$ cat config.mk
export PLATFORM = sky130hd
export DESIGN_NAME = hazard_ctrl
export DESIGN_NICKNAME = d
export VERILOG_FILES = /design/src/rtl/hazard_ctrl.sv
export SDC_FILE = /design/constraint.sdc
export NUM_CORES = 1
export LEC_CHECK = 0
export ABC_AREA = 1
export BUFFER_PORTS_ARGS = -buffer_cell sky130_fd_sc_hd__buf_4
export CORE_ASPECT_RATIO = 0.5
export CORE_MARGIN = 2
export CORE_UTILIZATION = 50
export CTS_CLUSTER_DIAMETER = 60
export DETAILED_ROUTE_END_ITERATION = 10
export PLACE_DENSITY = 0.8
export SKIP_LAST_GASP = 1
export SYNTH_ARGS = -nofsm -noshare
export SYNTH_HDL_FRONTEND = slang
export SYNTH_SLANG_ARGS = --single-unit
$ cat constraint.sdc
create_clock -name clk -period 1.9 [get_ports clk]
set_input_delay 0.38 -clock clk [delete_from_list [all_inputs] [get_ports clk]]
set_output_delay 0.38 -clock clk [all_outputs]
set_load 0.005 [all_outputs]
$ cat src/rtl/hazard_ctrl.sv
`default_nettype none
// ============================================================================
// Module      : hazard_ctrl
// Description : Hazard and forwarding controller for the 5-stage MIPS pipeline.
//               It keeps shadow copies of dst/Tnew/source fields for the E, M
//               and W stages, and from them it generates stall/flush_e, the
//               D/E/M forwarding mux selects, and the mult/div busy counter.
//               Optional feature: define HAZARD_STALL_CNT_EN to add the 32-bit
//               stall_cnt output, which counts stalled cycles.
// Revision    : 1.0 - initial release
// ============================================================================
module hazard_ctrl #(
    parameter int MULT_CYCLES = 5,
    parameter int DIV_CYCLES  = 10
) (
    input  logic       clk,
    input  logic       reset,
    input  logic [4:0] rs_d,
    input  logic [4:0] rt_d,
    input  logic [1:0] tuse_rs_d,
    input  logic [1:0] tuse_rt_d,
    input  logic [4:0] dst_d,
    input  logic [1:0] tnew_d,
    input  logic       is_mult_d,
    input  logic       is_div_d,
    input  logic       uses_md_d,
    output logic       stall,
    output logic       flush_e,
    output logic [1:0] fwd_rs_d,
    output logic [1:0] fwd_rt_d,
    output logic [1:0] fwd_rs_e,
    output logic [1:0] fwd_rt_e,
    output logic [1:0] fwd_rt_m,
    output logic       md_busy
`ifdef HAZARD_STALL_CNT_EN
    ,
    output logic [31:0] stall_cnt
`endif
);

    localparam int C_MAX_CYCLES = (DIV_CYCLES > MULT_CYCLES) ? DIV_CYCLES : MULT_CYCLES;
    localparam int C_CNT_W      = $clog2(C_MAX_CYCLES + 1);
    localparam logic [C_CNT_W-1:0] C_MULT_LOAD = C_CNT_W'(MULT_CYCLES);
    localparam logic [C_CNT_W-1:0] C_DIV_LOAD  = C_CNT_W'(DIV_CYCLES);
    localparam logic [1:0]         C_TUSE_NONE = 2'd3;

    // E-stage shadow
    logic [4:0]         r_dstE;
    logic [1:0]         r_tnewE;
    logic [4:0]         r_rsE;
    logic [4:0]         r_rtE;
    logic               r_multE;
    logic               r_divE;
    // M-stage shadow
    logic [4:0]         r_dstM;
    logic [1:0]         r_tnewM;
    logic [4:0]         r_rtM;
    // W-stage shadow (Tnew is always 0 here, so only dst is kept)
    logic [4:0]         r_dstW;
    // mult/div busy counter
    logic [C_CNT_W-1:0] r_mdCnt;

    logic               w_stallRs;
    logic               w_stallRt;
    logic               w_stallMd;
    logic               w_mdStartE;
    logic               w_stall;
    logic [1:0]         w_fwdRsD;
    logic [1:0]         w_fwdRtD;
    logic [1:0]         w_fwdRsE;
    logic [1:0]         w_fwdRtE;
    logic [1:0]         w_fwdRtM;

    // Register 0 is hard-wired, so a write to it never produces a dependency.
    function automatic logic regMatch(input logic [4:0] dst, input logic [4:0] src);
        return (dst != 5'd0) && (dst == src);
    endfunction

    // D-stage select: E (PC+8 of jal) > M result > W RegData > GRF.
    function automatic logic [1:0] selD(input logic [4:0] src,
                                        input logic [4:0] dstE, input logic [1:0] tnewE,
                                        input logic [4:0] dstM, input logic [1:0] tnewM,
                                        input logic [4:0] dstW);
        if (regMatch(dstE, src) && (tnewE == 2'd0))
            return 2'b11;
        else if (regMatch(dstM, src) && (tnewM == 2'd0))
            return 2'b01;
        else if (regMatch(dstW, src))
            return 2'b10;
        else
            return 2'b00;
    endfunction

    // E-stage select: M ALUOut > W RegData > pipeline register.
    function automatic logic [1:0] selE(input logic [4:0] src,
                                        input logic [4:0] dstM, input logic [1:0] tnewM,
                                        input logic [4:0] dstW);
        if (regMatch(dstM, src) && (tnewM == 2'd0))
            return 2'b01;
        else if (regMatch(dstW, src))
            return 2'b10;
        else
            return 2'b00;
    endfunction

    // Stall decision: a source needed before its producer can deliver it,
    // or any HI/LO access while the mult/div unit is starting or busy.
    always_comb begin
        w_stallRs  = (tuse_rs_d != C_TUSE_NONE) &&
                     ((regMatch(r_dstE, rs_d) && (tuse_rs_d < r_tnewE)) ||
                      (regMatch(r_dstM, rs_d) && (tuse_rs_d < r_tnewM)));
        w_stallRt  = (tuse_rt_d != C_TUSE_NONE) &&
                     ((regMatch(r_dstE, rt_d) && (tuse_rt_d < r_tnewE)) ||
                      (regMatch(r_dstM, rt_d) && (tuse_rt_d < r_tnewM)));
        w_mdStartE = r_multE | r_divE;
        w_stallMd  = uses_md_d && (w_mdStartE || (r_mdCnt != '0));
        w_stall    = w_stallRs || w_stallRt || w_stallMd;
    end

    // Forwarding selects; a producer still computing (Tnew > 0) never forwards.
    always_comb begin
        w_fwdRsD = selD(rs_d, r_dstE, r_tnewE, r_dstM, r_tnewM, r_dstW);
        w_fwdRtD = selD(rt_d, r_dstE, r_tnewE, r_dstM, r_tnewM, r_dstW);
        w_fwdRsE = selE(r_rsE, r_dstM, r_tnewM, r_dstW);
        w_fwdRtE = selE(r_rtE, r_dstM, r_tnewM, r_dstW);
        w_fwdRtM = regMatch(r_dstW, r_rtM) ? 2'b10 : 2'b00;
    end

    // Shadow pipeline: D enters E unless stalled (bubble), then E->M->W.
    always_ff @(posedge clk) begin
        if (reset) begin
            r_dstE  <= 5'd0;
            r_tnewE <= 2'd0;
            r_rsE   <= 5'd0;
            r_rtE   <= 5'd0;
            r_multE <= 1'b0;
            r_divE  <= 1'b0;
            r_dstM  <= 5'd0;
            r_tnewM <= 2'd0;
            r_rtM   <= 5'd0;
            r_dstW  <= 5'd0;
        end else begin
            if (w_stall) begin
                r_dstE  <= 5'd0;
                r_tnewE <= 2'd0;
                r_rsE   <= 5'd0;
                r_rtE   <= 5'd0;
                r_multE <= 1'b0;
                r_divE  <= 1'b0;
            end else begin
                r_dstE  <= dst_d;
                r_tnewE <= tnew_d;
                r_rsE   <= rs_d;
                r_rtE   <= rt_d;
                r_multE <= is_mult_d;
                r_divE  <= is_div_d;
            end
            r_dstM  <= r_dstE;
            r_tnewM <= (r_tnewE == 2'd0) ? 2'd0 : (r_tnewE - 2'd1);
            r_rtM   <= r_rtE;
            r_dstW  <= r_dstM;
        end
    end

    // Busy counter: loads when a mult/div leaves E, otherwise counts down to 0.
    always_ff @(posedge clk) begin
        if (reset)
            r_mdCnt <= '0;
        else if (r_multE)
            r_mdCnt <= C_MULT_LOAD;
        else if (r_divE)
            r_mdCnt <= C_DIV_LOAD;
        else if (r_mdCnt != '0)
            r_mdCnt <= r_mdCnt - C_CNT_W'(1);
    end

`ifdef HAZARD_STALL_CNT_EN
    logic [31:0] r_stallCnt;

    // Free-running count of stalled cycles; wraps naturally at 2^32.
    always_ff @(posedge clk) begin
        if (reset)
            r_stallCnt <= 32'd0;
        else if (w_stall)
            r_stallCnt <= r_stallCnt + 32'd1;
    end

    assign stall_cnt = r_stallCnt;
`endif

    assign stall    = w_stall;
    assign flush_e  = w_stall;
    assign fwd_rs_d = w_fwdRsD;
    assign fwd_rt_d = w_fwdRtD;
    assign fwd_rs_e = w_fwdRsE;
    assign fwd_rt_e = w_fwdRtE;
    assign fwd_rt_m = w_fwdRtM;
    assign md_busy  = (r_mdCnt != '0);

endmodule
`default_nettype wire
* Word level (Yosys, flattened, before mapping) *
Cells that the tools add are included.

operators by class
  equality and inequality tests = 13
  reductions and logical operators = 40
  bitwise logic cells = 1
  magnitude comparators = 4
  multiplexer cells = 14
  add/subtract/negate cells = 2

operators with widths
  cell                   number
  $eq A5 B5 Y1           11
  $logic_and A1 B1 Y1    24
  $mux W2                11
  $reduce_bool A5 Y1     3
  $lt A2 B2 Y1           4
  $mux W4                2
  $reduce_or A2 Y1       3
  $logic_or A1 B1 Y1     5
  $logic_not A2 Y1       2
  $ne A2 B2 Y1 const B   2
  $reduce_bool A4 Y1     1
  $sub A4 B1 Y4 const B  1
  $mux W3                1
  $reduce_bool A3 Y1     1
  $reduce_bool A2 Y1     1
  $sub A2 B1 Y2 const B  1
  $or A1 B1 Y1           1

word-level totals
  flip-flop bits (word level) = 40
  input port bits = 26

* Longest topological paths before layout *
  depth in word-level cells = 8
  depth in mapped cells = 11

* Worst setup path before layout *
Ideal clock, no wire load.

  kind = reg2out
  start = reg r_mdCnt[0]
  end = out stall
  setup slack = 0.274 ns
  data required time = 1.520 ns
  cell stages (with the launch flop) = 9
  data arrival time = 1.246 ns
  cells stage by stage = dfxtp_1 -> inv_1 -> ha_1 -> nand2_2 -> nor2_4 -> inv_1 -> o21ai_2 -> nand3_1 -> buf_4

between the ends
  longest elaborated chain between the ends = 4

RTL lines
  what                    line  source
  start, declared         61    logic [C_CNT_W-1:0] r_mdCnt;
  start signal, assigned  174   r_mdCnt <= r_mdCnt - C_CNT_W'(1);
  $reduce_bool A4 Y1      --
  via md_busy             34    output logic md_busy
  $logic_or A1 B1 Y1      116   w_stallMd = uses_md_d && (w_mdStartE || (r_mdCnt != '0));
  $logic_and A1 B1 Y1     116
  $logic_or A1 B1 Y1      117   w_stall = w_stallRs || w_stallRt || w_stallMd;
  end, declared           27    output logic stall,

The timed path passes the listed nets, and every way through them passes these cells.

* Final worst setup path *
  start = reg r_dstW[4]
  end = out fwd_rt_d[1]

between the ends
  longest elaborated chain between the ends = 5
  elaborated cells between the ends (all ways) = 6

RTL lines
  what                                                       line  source
  start, declared                                            59    logic [4:0] r_dstW;
  start signal, assigned                                     161   r_dstW <= r_dstM;
  $eq A5 B5 Y1 / $reduce_bool A5 Y1 (equally long branches)  76    return (dst != 5'd0) && (dst == src);
  $logic_and A1 B1 Y1 *                                      76
  $mux W2 *                                                  88    else if (regMatch(dstW, src))
  $mux W2 *                                                  86    else if (regMatch(dstM, src) && (tnewM == 2'd0))
  $mux W2 *                                                  84    if (regMatch(dstE, src) && (tnewE == 2'd0))
  end, declared                                              30    output logic [1:0] fwd_rt_d,

Mark *: on every way between the ends. The rest lies on a longest branch, timed or not.

==> impl_results.md <==
* Run status: finished, violations left
* Failing checks: setup timing
* Design Power at 3140 µW
* TritonCTS clock tree: done
* Num CTS Buffers at 5
* Crit. End Element: primary output
* Vias per std cell at 5.33
* WP data arrival at 1650 ps
* Finished Layout Cells at 421
* Synth top area cells: dfxtp_1 (35%), xnor2_1 (8.8%), nand2_1 (8.5%)
* Clock root buffer master: clkbuf_8
* Synth cell types at 31
* Multi-input logic area at 0.00142 mm²
* PortBufs at 37
* DIE HEIGHT at 51.8 µm
* Critical Path RT at 1520 ps
* Max-slew violations at 0
* Hold Path Class: input port to flop
* Fillers at 300
* H-tree Lvls at 2
* Gate power share at 40.3%
* Sw Share at 34.4%
* Final ANT Viol Nets at 0
* Unrepaired setup endpoints after global routing: yes
* Cell Area, Placed at 0.00262 mm²
* Post-route cell area at 0.00311 mm²
* Leading area contributor after synthesis: dfxtp_1
* Die area at 0.00517 mm²
* CP max-delay cell: dfxtp_2
* Pwr Density at 1010 mW/mm²
* Synth Instances at 307
* Clock power frac at 24.3%
* CP startpoint kind: flop
* Final Hold Fails at 0
* Most common cell after layout, fill and taps aside: buf_4
* Min Clock Period, post-route at 2030 ps
* Clock Skew at 2.23 ps
* Crit path cell chain: xor2_1, nor4_2, nand3_1, o21ai_1, buf_4
* Setup TNS at -489 ps
* Worst skew pair latency at 300 ps
* Pleak at 0.00146 µW
* DRC at 0
* DR pass1 iterations at 4
* Final setup viols at 7
* Crit Path Max Fanout at 5
* Max clock buf depth at 2
* Post-synth net total at 340
* DP HPWL at 4110 µm
* Largest net degree at the start of global routing at 22
* Worst setup margin at -128 ps
* Layout Nets at 396
* Placeable Area at 0.00440 mm²
* Clock-pin slew of the registers on the worst-case setup and hold paths at 80 ps
* Max-Cap Viols at 0
* Critical path class: flop to primary output
* Drt total wl at 6420 µm
* Row cnt at 17
* Syn-to-layout area delta at 36.0%
* Post-synthesis sequential area ratio at 35.0%
* Synth Register Bits at 40
* P_sw at 1080 µW
* Share of the synthesized area in the top cell type at 35.0%
* Vias at 2246
* Die X at 99.7 µm
* Vias in the first global route at 2119
* First-pass GRT wire length at 9550 µm
* Seq pwr share at 35.3%
* Total Routing Usage GR at 24.3%
* Worst path max stage delay at 440 ps
* Post-Place Cells at 396
* Layout cells sized above 1 at 42.0%
* Max Clock Freq at 493 MHz
* Initial antenna violation count at 0
* WL/cell at 15.2 µm
* Antenna cells at 0
* Fin crit share at 107%
* First DRT Iteration DRCs at 187
* Sequential Area at 835 µm²
* RePlAce Congestion at 0.935
* # clock sinks at 40
* Commonest cells after routing, fill and taps aside: buf_4 (57), nand2_1 (50), inv_1 (33)
* Syn Area/Cell at 7.45 µm²
* Initial Utilization at 52.0%
* Hold buffers post-CTS at 0
* Mapped cell area at 0.00229 mm²
* Max VDD drop at 1020 µV
* Min Hold Slack at 293 ps
* Internal power at 2060 µW
* IO Count at 39
* Remaining global-route overflow at 0
* Yosys Warn Count at 0
## power by group through the flow
| stage | sequential [µW] | clock (µW) | combinational, µW |
|---|---|---|---|
| 4_1_cts | 1090 | 768 | 1060 |
| 3_5_place_dp | 1100 | 0 | 930 |
| 3_3_place_gp | 1090 | 0 | 901 |
| 5_1_grt | 1120 | 804 | 1390 |
| 2_1_floorplan | 1060 | 0 | 684 |
| 6_report | 1110 | 765 | 1270 |
## flip-flops by register name (all words and copies together) (netlist names)
register  cells
r_divE        1
r_dstE        5
r_dstM        5
r_dstW        5
r_mdCnt       4
r_multE       1
r_rsE         5
r_rtE         5
r_rtM         5
r_tnewE       2
r_tnewM       2
## synth_stat cells, drive strengths merged
library cell / number
a21oi: 5
a221oi: 1
a311oi: 2
a31oi: 2
buf: 5
clkbuf: 7
conb: 1
dfxtp: 40
ha: 7
inv: 47
nand2: 55
nand3: 12
nand4: 10
nor2: 54
nor3: 6
nor4: 3
o2111ai: 1
o21ai: 3
o221ai: 1
or2: 5
xnor2: 23
xor2: 17
## kinds of logic after synthesis
group                    Yosys count  share of synthesized area, %
AO/OA/AOI/OAI                     15                          4.37
XOR/XNOR                          40                          15.3
adder cells (fa/ha/maj)            7                          3.83
buffers and inverters             59                          11.0
flip-flops                        40                          35.0
other                              1                         0.164
AND/OR/NAND/NOR                  145                          30.3
## routing by layer
layer  global-route usage (%)  routed length, µm
met1                     29.0               2570
met2                     43.5               3080
met3                     4.44                465
met4                     11.4                306
met5                        0                  0
## final timing paths
| path | from | to | slack (ps) | cells after the start |
|---|---|---|---|---|
| setup / recovery | r_dstW[4] | fwd_rt_d[1] | -130 | 5 |
| hold / removal | dst_d[4] | r_dstE[4] | 290 | 3 |
| setup reg to reg | r_dstM[3] | r_multE | 220 | 12 |
| hold reg to reg | r_rtE[4] | r_rtM[4] | 470 | 2 |
## through the flow
stage | setup WS [ps] | util [%]
6_report | -128 | 70.7
4_1_cts | -73.5 | 66.8
2_1_floorplan | 274 | -
5_1_grt | -169 | 70.7
3_3_place_gp | 9.91 | 59.4
3_5_place_dp | 64.5 | 59.4
## what timing repair did
item                       4_1_cts  5_1_grt
setup endpoints to repair       10       18
cloned                           0        0
setup buffers                    8        9
gates resized for setup         46       32
pin swaps                       16       15
## worst max-delay path: cells and delay by family (launching register included)
family	cells	cell delay, ps
and+or+nand+nor	2	470
DFF	1	440
AOI/OAI and AO/OA	1	170
xor gates and xnor gates	1	140
buffers and inverters	1	130
## final cells by class
type / count / share of cell area, %
clock buffer: 7 / 3.09
inverter: 47 / 5.99
sequential: 40 / 26.8
timing repair buffer: 61 / 15.2
tap: 57 / 2.29
multi-input combinational: 208 / 45.7
clock inverter: 1 / 0.965
Power figures use the tool's default switching activity.
